### src/rtl/pipe_hazard_ctrl.sv
// Stall/flush controller for the 5-stage pipeline: load-use bubbles,
// data-memory wait freezes with timeout halt, branch-taken flushes and a
// saturating stall-cycle counter.
module pipe_hazard_ctrl #(
  parameter int unsigned MEM_TIMEOUT = 16,
  parameter int unsigned CNT_W       = 16
) (
  input  logic             clk,
  input  logic             rst,
  input  logic [4:0]       ID_RS,
  input  logic [4:0]       ID_RT,
  input  logic             ID_USE_RS,
  input  logic             ID_USE_RT,
  input  logic [4:0]       EX_RD,
  input  logic             EX_REGW,
  input  logic             EX_MEM2R,
  input  logic             BR_TAKEN,
  input  logic             DM_REQ,
  input  logic             DM_READY,
  output logic             PC_WR,
  output logic             IF_ID_WR,
  output logic             ID_EX_WR,
  output logic             EX_MEM_WR,
  output logic             MEM_WB_WR,
  output logic             IF_ID_FLUSH,
  output logic             ID_EX_FLUSH,
  output logic             MEM_ERR,
  output logic [CNT_W-1:0] STALL_CNT
);

  // wait_cnt only ever needs to reach MEM_TIMEOUT; with timeout disabled it may wrap harmlessly
  localparam int unsigned WAIT_W = (MEM_TIMEOUT < 2) ? 1 : $clog2(MEM_TIMEOUT + 1);

  typedef enum logic [1:0] {
    S_RUN  = 2'd0,
    S_WAIT = 2'd1,
    S_HALT = 2'd2
  } state_t;

  state_t            state;
  logic [WAIT_W-1:0] wait_cnt;
  logic              load_use;
  logic              freeze;
  logic              timeout_hit;

  // Hazard, freeze and timeout detection
  always_comb begin
    load_use    = EX_MEM2R && EX_REGW && (EX_RD != 5'd0) &&
                  ((ID_USE_RS && (ID_RS == EX_RD)) || (ID_USE_RT && (ID_RT == EX_RD)));
    freeze      = ((state == S_RUN) && DM_REQ && !DM_READY) ||
                  ((state == S_WAIT) && !DM_READY);
    timeout_hit = (MEM_TIMEOUT != 0) && (wait_cnt == WAIT_W'(MEM_TIMEOUT));
  end

  // Enables and flushes by priority: reset/halt > freeze > branch > load-use > normal
  always_comb begin
    PC_WR       = 1'b0;
    IF_ID_WR    = 1'b0;
    ID_EX_WR    = 1'b0;
    EX_MEM_WR   = 1'b0;
    MEM_WB_WR   = 1'b0;
    IF_ID_FLUSH = 1'b0;
    ID_EX_FLUSH = 1'b0;
    if (!rst || (state == S_HALT) || freeze) begin
      // everything held
    end else if (BR_TAKEN) begin
      PC_WR       = 1'b1;
      IF_ID_WR    = 1'b1;
      ID_EX_WR    = 1'b1;
      EX_MEM_WR   = 1'b1;
      MEM_WB_WR   = 1'b1;
      IF_ID_FLUSH = 1'b1;
      ID_EX_FLUSH = 1'b1;
    end else if (load_use) begin
      // hold PC and IF_ID, push a bubble into EX, let older instrs drain
      ID_EX_WR    = 1'b1;
      ID_EX_FLUSH = 1'b1;
      EX_MEM_WR   = 1'b1;
      MEM_WB_WR   = 1'b1;
    end else begin
      PC_WR       = 1'b1;
      IF_ID_WR    = 1'b1;
      ID_EX_WR    = 1'b1;
      EX_MEM_WR   = 1'b1;
      MEM_WB_WR   = 1'b1;
    end
  end

  // State machine, wait counter, sticky error and saturating stall counter
  always_ff @(posedge clk) begin
    if (!rst) begin
      state     <= S_RUN;
      wait_cnt  <= '0;
      MEM_ERR   <= 1'b0;
      STALL_CNT <= '0;
    end else begin
      if (!PC_WR && (STALL_CNT != {CNT_W{1'b1}})) begin
        STALL_CNT <= STALL_CNT + CNT_W'(1);
      end
      case (state)
        S_RUN: begin
          if (DM_REQ && !DM_READY) begin
            state    <= S_WAIT;
            wait_cnt <= WAIT_W'(1);
          end
        end
        S_WAIT: begin
          if (DM_READY) begin
            state    <= S_RUN;
            wait_cnt <= '0;
          end else if (timeout_hit) begin
            state   <= S_HALT;
            MEM_ERR <= 1'b1;
          end else begin
            wait_cnt <= wait_cnt + WAIT_W'(1);
          end
        end
        S_HALT: begin
          // only reset leaves HALT
        end
        default: begin
          state    <= S_RUN;
          wait_cnt <= '0;
        end
      endcase
    end
  end

endmodule

### config.mk
export PLATFORM = sky130hd
export DESIGN_NAME = pipe_hazard_ctrl
export DESIGN_NICKNAME = d
export VERILOG_FILES = /design/src/rtl/pipe_hazard_ctrl.sv
export SDC_FILE = /design/constraint.sdc
export NUM_CORES = 1
export LEC_CHECK = 0
export BUFFER_PORTS_ARGS = -buffer_cell sky130_fd_sc_hd__clkbuf_2
export CORE_MARGIN = 2
export CORE_UTILIZATION = 40
export DETAILED_ROUTE_END_ITERATION = 6
export GPL_TIMING_DRIVEN = 0
export PLACE_DENSITY = 0.75
export SLEW_MARGIN = 5
export SYNTH_ARGS = -nofsm -noshare
export SYNTH_HDL_FRONTEND = slang
export SYNTH_SLANG_ARGS = --single-unit
### constraint.sdc
create_clock -name clk -period 3.65 [get_ports clk]
set_input_delay 0.365 -clock clk [delete_from_list [all_inputs] [get_ports clk]]
set_output_delay 0.365 -clock clk [all_outputs]
set_load 0.1 [all_outputs]
==> flow_metrics.py, run 1 <==
metrics = {
    "yosys": {
        "synthCells": 172,
        "synthArstFlopShare_pct": 0,
        "synth_area_um2": 1420,
        "synthFlopType": "dfxtp_1",
        "synth_edf_count": 0,
        "syn_avg_cell_area_um2": 8.27,
        "ys_ff_latch": 24,
        "synth.yosys.warnings": 0,
        "yosysUniqueCellTypes": 36,
        "synth_seq_area_share_pct": 33.8,
        "synth_fp_nets": 199,
    },
    "global_routing": {
        "grt_max_degree": 15,
        "grt_pass1_vias": 1237,
        "antenna_found_initial": 0,
        "grt_usage_pct": 15.9,
        "overflow": 0,
        "grt_first_pass_wirelength_um": 5280,
    },
    "sta": {
        "min_period_ns": 2.63,
        "period_share_pct": 72.1,
        "finalHoldViolCount": 0,
        "slew_violations": 0,
        "max-slew-margin-rel_pct": 59.0,
        "holdWs_ns": 0.313,
        "worst_slew_pin_slew_ns": 0.607,
        "layout_setup_ws_ns": 1.02,
        "fin_setup_tns_ns": 0,
        "fin_skew_ns": 0.00985,
        "setup_viol": 0,
        "rsz0062_at_grt": "false",
        "max_freq_mhz": 380,
    },
    "drt": {
        "drtAntennaViolNets": 0,
        "routedWlPerCell_um": 11.3,
        "drc_errors": 0,
        "drt_first_pass_iters": 4,
        "drt_first_iter_violations": 43,
        "vias": 1365,
        "routed_wl_um": 3050,
        "via_per_inst": 5.07,
    },
    "worst_setup_path": {
        "crit_chain": "clkbuf_2 -> or4_1 -> o211ai_2 -> nor2_1 -> a21o_4 -> inv_2 -> buf_6 -> buf_4 -> clkbuf_2",
        "crit_path_start": "EX_RD[1]",
        "arrival_ns": 2.27,
        "crit_path_frequent_cell": "clkbuf_2",
        "cp_slowest_stage_delay_ns": 0.57,
        "startpoint_type": "input pin",
        "critical_path_required_ns": 3.28,
        "end_kind": "output port",
        "critical_path.max_fanout": 11,
        "critPathKind": "in2out",
        "crit_path_top_delay_cell": "or4_1",
        "r2r-start": "STALL_CNT[2]",
    },
    "layout": {
        "syn_to_final_growth_pct": 24.3,
        "layout_commonest_cell": "clkbuf_2",
        "nFillCells": 354,
        "drive_gt1_share_pct": 27.8,
        "antennaDiodeCount": 0,
        "most-common-layout-cells": "clkbuf_2, dfxtp_1, nand2_1",
        "nets": 251,
    },
    "place": {
        "place_hpwl_um": 2360,
        "gp_congestion": 0.771,
        "io_buffers": 47,
        "place_ws_ns": 1.02,
    },
    "floorplanning": {
        "dieArea_um2": 4050,
        "start_util_pct": 42.3,
        "num_rows": 21,
        "dieHeight_um": 63.6,
        "core_area_um2": 3360,
        "ios": 48,
        "dieWidth_um": 63.6,
    },
    "flow_run": {
        "drv_cap": 0,
    },
    "power_and_ir_drop": {
        "p_leak_nw": 0.710,
        "power.density_nw_per_um2": 341,
        "ir_drop_uv": 159,
    },
    "clock_tree": {
        "root_buffer": "clkbuf_4",
        "clk_pin_slew_ns": 0.14,
        "htree_levels": 1,
        "cts_inserted_buffers": 3,
        "cts_tree": "built",
        "cts_setup_buffers": 0,
        "clockBufferDepth": 2,
        "cts_hold_buf": 0,
        "clock-sinks": 24,
        "insertion_delay_ns": 0.32,
        "cts.repair.resized": 0,
    },
    "status": {
        "status": "complete, no violations",
    },
    "min_path": {
        "min_from": "rst",
        "hp-class": "in2reg",
    },
}
[report_power, final]
part | internal, W | switching (W)
registers | 0.000266 | 0.00000622
clock network | 0.000111 | 0.0000849
logic | 0.0000390 | 0.0000960
[critical path: cells and delay by family]
kind	cells	cell delay, ns
buffers and inverters	5	0.86
and+or+nand+nor	2	0.64
AOI/OAI and AO/OA	2	0.40
[synthesized netlist by cell type, drive strengths merged, types with 2 or more instances]
master,instances,area (um2)
dfxtp,24,480
nand2,22,82.6
a21oi,11,55.1
nand3,10,50.1
nor2,10,37.5
xnor2,10,87.6
mux2i,9,90.1
nand2b,9,56.3
inv,7,26.3
buf,6,52.6
nand4,6,37.5
o21ai,6,30.0
nor4,5,31.3
or4,5,37.5
o31ai,4,30.0
clkbuf,3,11.3
ha,3,37.5
nor3,3,20.0
xor2,3,26.3
and4,2,17.5
nor4b,2,17.5
[final timing paths]
check	endpoint	slack, ns	depth (start not counted)
setup / recovery	PC_WR	1.02	9
hold / removal	STALL_CNT[10]	0.31	3
setup reg to reg	STALL_CNT[15]	1.57	7
hold reg to reg	STALL_CNT[5]	0.49	2
[state kept, by name, summed over array words and instances (netlist names)]
name and count:
STALL_CNT 16, wait_cnt 5, state 2, MEM_ERR 1
[through the flow]
step | instances | util, % | total power, W | instance area, um2
after floorplan | 172 | - | 0.000381 | 1420
after global placement | 265 | 51.0 | 0.000413 | 1720
after detailed placement | 265 | 51.0 | 0.000414 | 1720
after CTS | 269 | 52.6 | 0.000605 | 1770
after global routing | 269 | 52.6 | 0.000626 | 1770
final | 269 | 52.6 | 0.000604 | 1770
[cell type report]
class                           count  area [um2]  share of cell area, %
Buffer                              9        63.8                   3.61
Sequential cell                    24         480                   27.2
Clock inverter                      1        30.0                   1.70
Tap cell                           46        57.6                   3.26
Inverter                            7        26.3                   1.49
Timing Repair Buffer               47         235                   13.3
Clock buffer                        3        22.5                   1.27
Multi-Input combinational cell    132         852                   48.2
[logic make-up (layout without fill, tap and decap cells)]
group           Yosys count  in the layout  share of synthesized area [%]
compound gates           26             26                           12.0
buf+inv                  16             67                           6.33
xor+xnor                 13             13                           8.00
fa+ha+maj                 3              3                           2.64
flops                    24             24                           33.8
simple gates             81             81                           30.9
mux                       9              9                           6.33
[routing by layer]
layer	up-vias	routed length (um)	global-route usage (%)
li1	711	-	-
met1	609	1510	21.2
met2	40	1340	26.2
met3	5	152	1.96
met4	0	46	5.71
met5	-	0	0
Power figures use the tool's default switching activity.
==> run 2: changes to the inputs <==
PLACE_DENSITY = 0.77   (was 0.75)
clock period = 2.36 ns   (was 3.65 ns; I/O delays follow)
==> flow_metrics.py, run 2 (synthesis results as in run 1) <==
metrics = {
    "status": {
        "status": "complete, no violations",
    },
    "drt": {
        "routed_wl_um": 3160,
        "drt_first_iter_violations": 60,
        "via_per_inst": 5.12,
        "drc_errors": 0,
        "drtAntennaViolNets": 0,
        "routedWlPerCell_um": 11.7,
        "vias": 1376,
        "drt_first_pass_iters": 4,
    },
    "layout": {
        "final-seq-area_um2": 493,
        "top_register": "STALL_CNT",
        "antennaDiodeCount": 0,
        "nets": 251,
        "multi_input_area_um2": 861,
        "syn_to_final_growth_pct": 25.0,
        "instances_no_fill": 269,
        "largestRegisters": "STALL_CNT (16), wait_cnt (5), state (2)",
        "nFillCells": 336,
        "layout_commonest_cell": "clkbuf_2",
        "most-common-layout-cells": "clkbuf_2, nand2_1, dfxtp_1",
        "drive_gt1_share_pct": 33.2,
        "largest_register_ffs": 16,
    },
    "clock_tree": {
        "htree_levels": 1,
        "cts_inserted_buffers": 3,
        "root_buffer": "clkbuf_4",
        "clock-sinks": 24,
        "clk_pin_slew_ns": 0.14,
        "cts_tree": "built",
        "clockBufferDepth": 2,
        "insertion_delay_ns": 0.33,
    },
    "place": {
        "gp_congestion": 0.812,
        "io_buffers": 47,
        "place_hpwl_um": 2420,
        "place_ws_ns": -0.00945,
        "dp.cells": 265,
    },
    "floorplanning": {
        "dieWidth_um": 63.6,
        "ios": 48,
        "core_area_um2": 3360,
        "dieHeight_um": 63.6,
        "start_util_pct": 42.3,
        "num_rows": 21,
        "dieArea_um2": 4050,
    },
    "sta": {
        "setup_viol": 0,
        "rsz0062_at_grt": "false",
        "holdWs_ns": 0.188,
        "max_freq_mhz": 446,
        "period_share_pct": 95.0,
        "min_period_ns": 2.24,
        "fin_skew_ns": 0.0108,
        "slew_violations": 0,
        "finalHoldViolCount": 0,
        "worst_slew_pin_slew_ns": 0.606,
        "layout_setup_ws_ns": 0.118,
        "max-slew-margin-rel_pct": 59.1,
    },
    "global_routing": {
        "grt_first_pass_wirelength_um": 5340,
        "antenna_found_initial": 0,
        "grt_max_degree": 14,
        "overflow": 0,
        "grt_pass1_vias": 1190,
        "grt_usage_pct": 16.3,
    },
    "worst_setup_path": {
        "startpoint_type": "input pin",
        "critPathKind": "in2out",
        "critical_path_required_ns": 2.12,
        "crit_path_start": "EX_RD[1]",
        "r2r-start": "STALL_CNT[0]",
        "arrival_ns": 2.01,
        "end_kind": "output port",
        "critical_path.max_fanout": 11,
        "rr_worst_depth": 7,
    },
    "power_and_ir_drop": {
        "ir_drop_uv": 238,
        "p_leak_nw": 0.711,
        "power.density_nw_per_um2": 483,
    },
    "min_path": {
        "whs_path_depth": 3,
        "min_from": "rst",
        "hp-class": "in2reg",
    },
    "flow_run": {
        "drv_cap": 0,
    },
}
==> run 2: cell count changes in the layout (fill, tap and decap cells not counted) <==
cell,before,now
clkbuf_2,47,45
clkbuf_4,3,5
nand3_1,10,9
a21oi_1,11,10
o21ai_1,0,1
dfxtp_1,24,14
a21oi_2,0,1
bufinv_16,1,0
clkbuf_8,0,1
o21ai_0,6,5
nand3_2,0,1
dfxtp_2,0,10
==> run 2: repair_timing <==
action	4_1_cts	5_1_grt
pin swaps	0	0
gates cloned	0	0
setup buffers	0	0
setup endpoints to repair	1	2
hold buffers	0	0
gates resized for setup	1	4
==> run 2: area by class of cell <==
cell class	count	area share, %
buffer	9	3.59
clock buffer	4	2.04
inverter	7	1.48
timing repair buffer	47	13.5
tap	46	3.24
sequential	24	27.7
multi-input combinational	132	48.4
==> run 2: path summary, 6_finish.rpt <==
path,slack [ns],to
setup / recovery,0.12,PC_WR
hold / removal,0.19,STALL_CNT[10]
setup reg to reg,0.32,STALL_CNT[2]
hold reg to reg,0.48,STALL_CNT[5]
==> run 2: critical path: stages <==
cell and delay, ns:
clkbuf_2 0.11, or4_1 0.54, o211ai_2 0.19, nor2_1 0.07, a21o_4 0.23, inv_2 0.07, buf_6 0.13, buf_4 0.11
clkbuf_4 0.31
==> run 2: power breakdown <==
part	internal, W	switching [W]	total [W]
clock	0.0000945	0.000129	0.000224
combinational	0.0000624	0.000150	0.000212
sequential	0.000412	0.00000923	0.000422
total	0.000569	0.000289	0.000858
==> run 2: per-layer routing <==
| layer | track usage [%] | up-vias | wire length, um |
|---|---|---|---|
| li1 | - | 710 | - |
| met1 | 21.2 | 635 | 1520 |
| met2 | 27.0 | 26 | 1460 |
| met3 | 2.86 | 5 | 125 |
| met4 | 5.71 | 0 | 51 |
| met5 | 0 | - | 0 |
==> run 2: per-stage QoR <==
step | cell area [um2] | power [W] | TNS, ns | util [%]
2_1_floorplan | 1440 | 0.000591 | 0 | -
3_3_place_gp | 1730 | 0.000639 | -0.00848 | 51.5
3_5_place_dp | 1730 | 0.000642 | -0.00945 | 51.5
4_1_cts | 1770 | 0.000863 | 0 | 52.6
5_1_grt | 1780 | 0.000902 | 0 | 52.9
6_report | 1780 | 0.000858 | 0 | 52.9
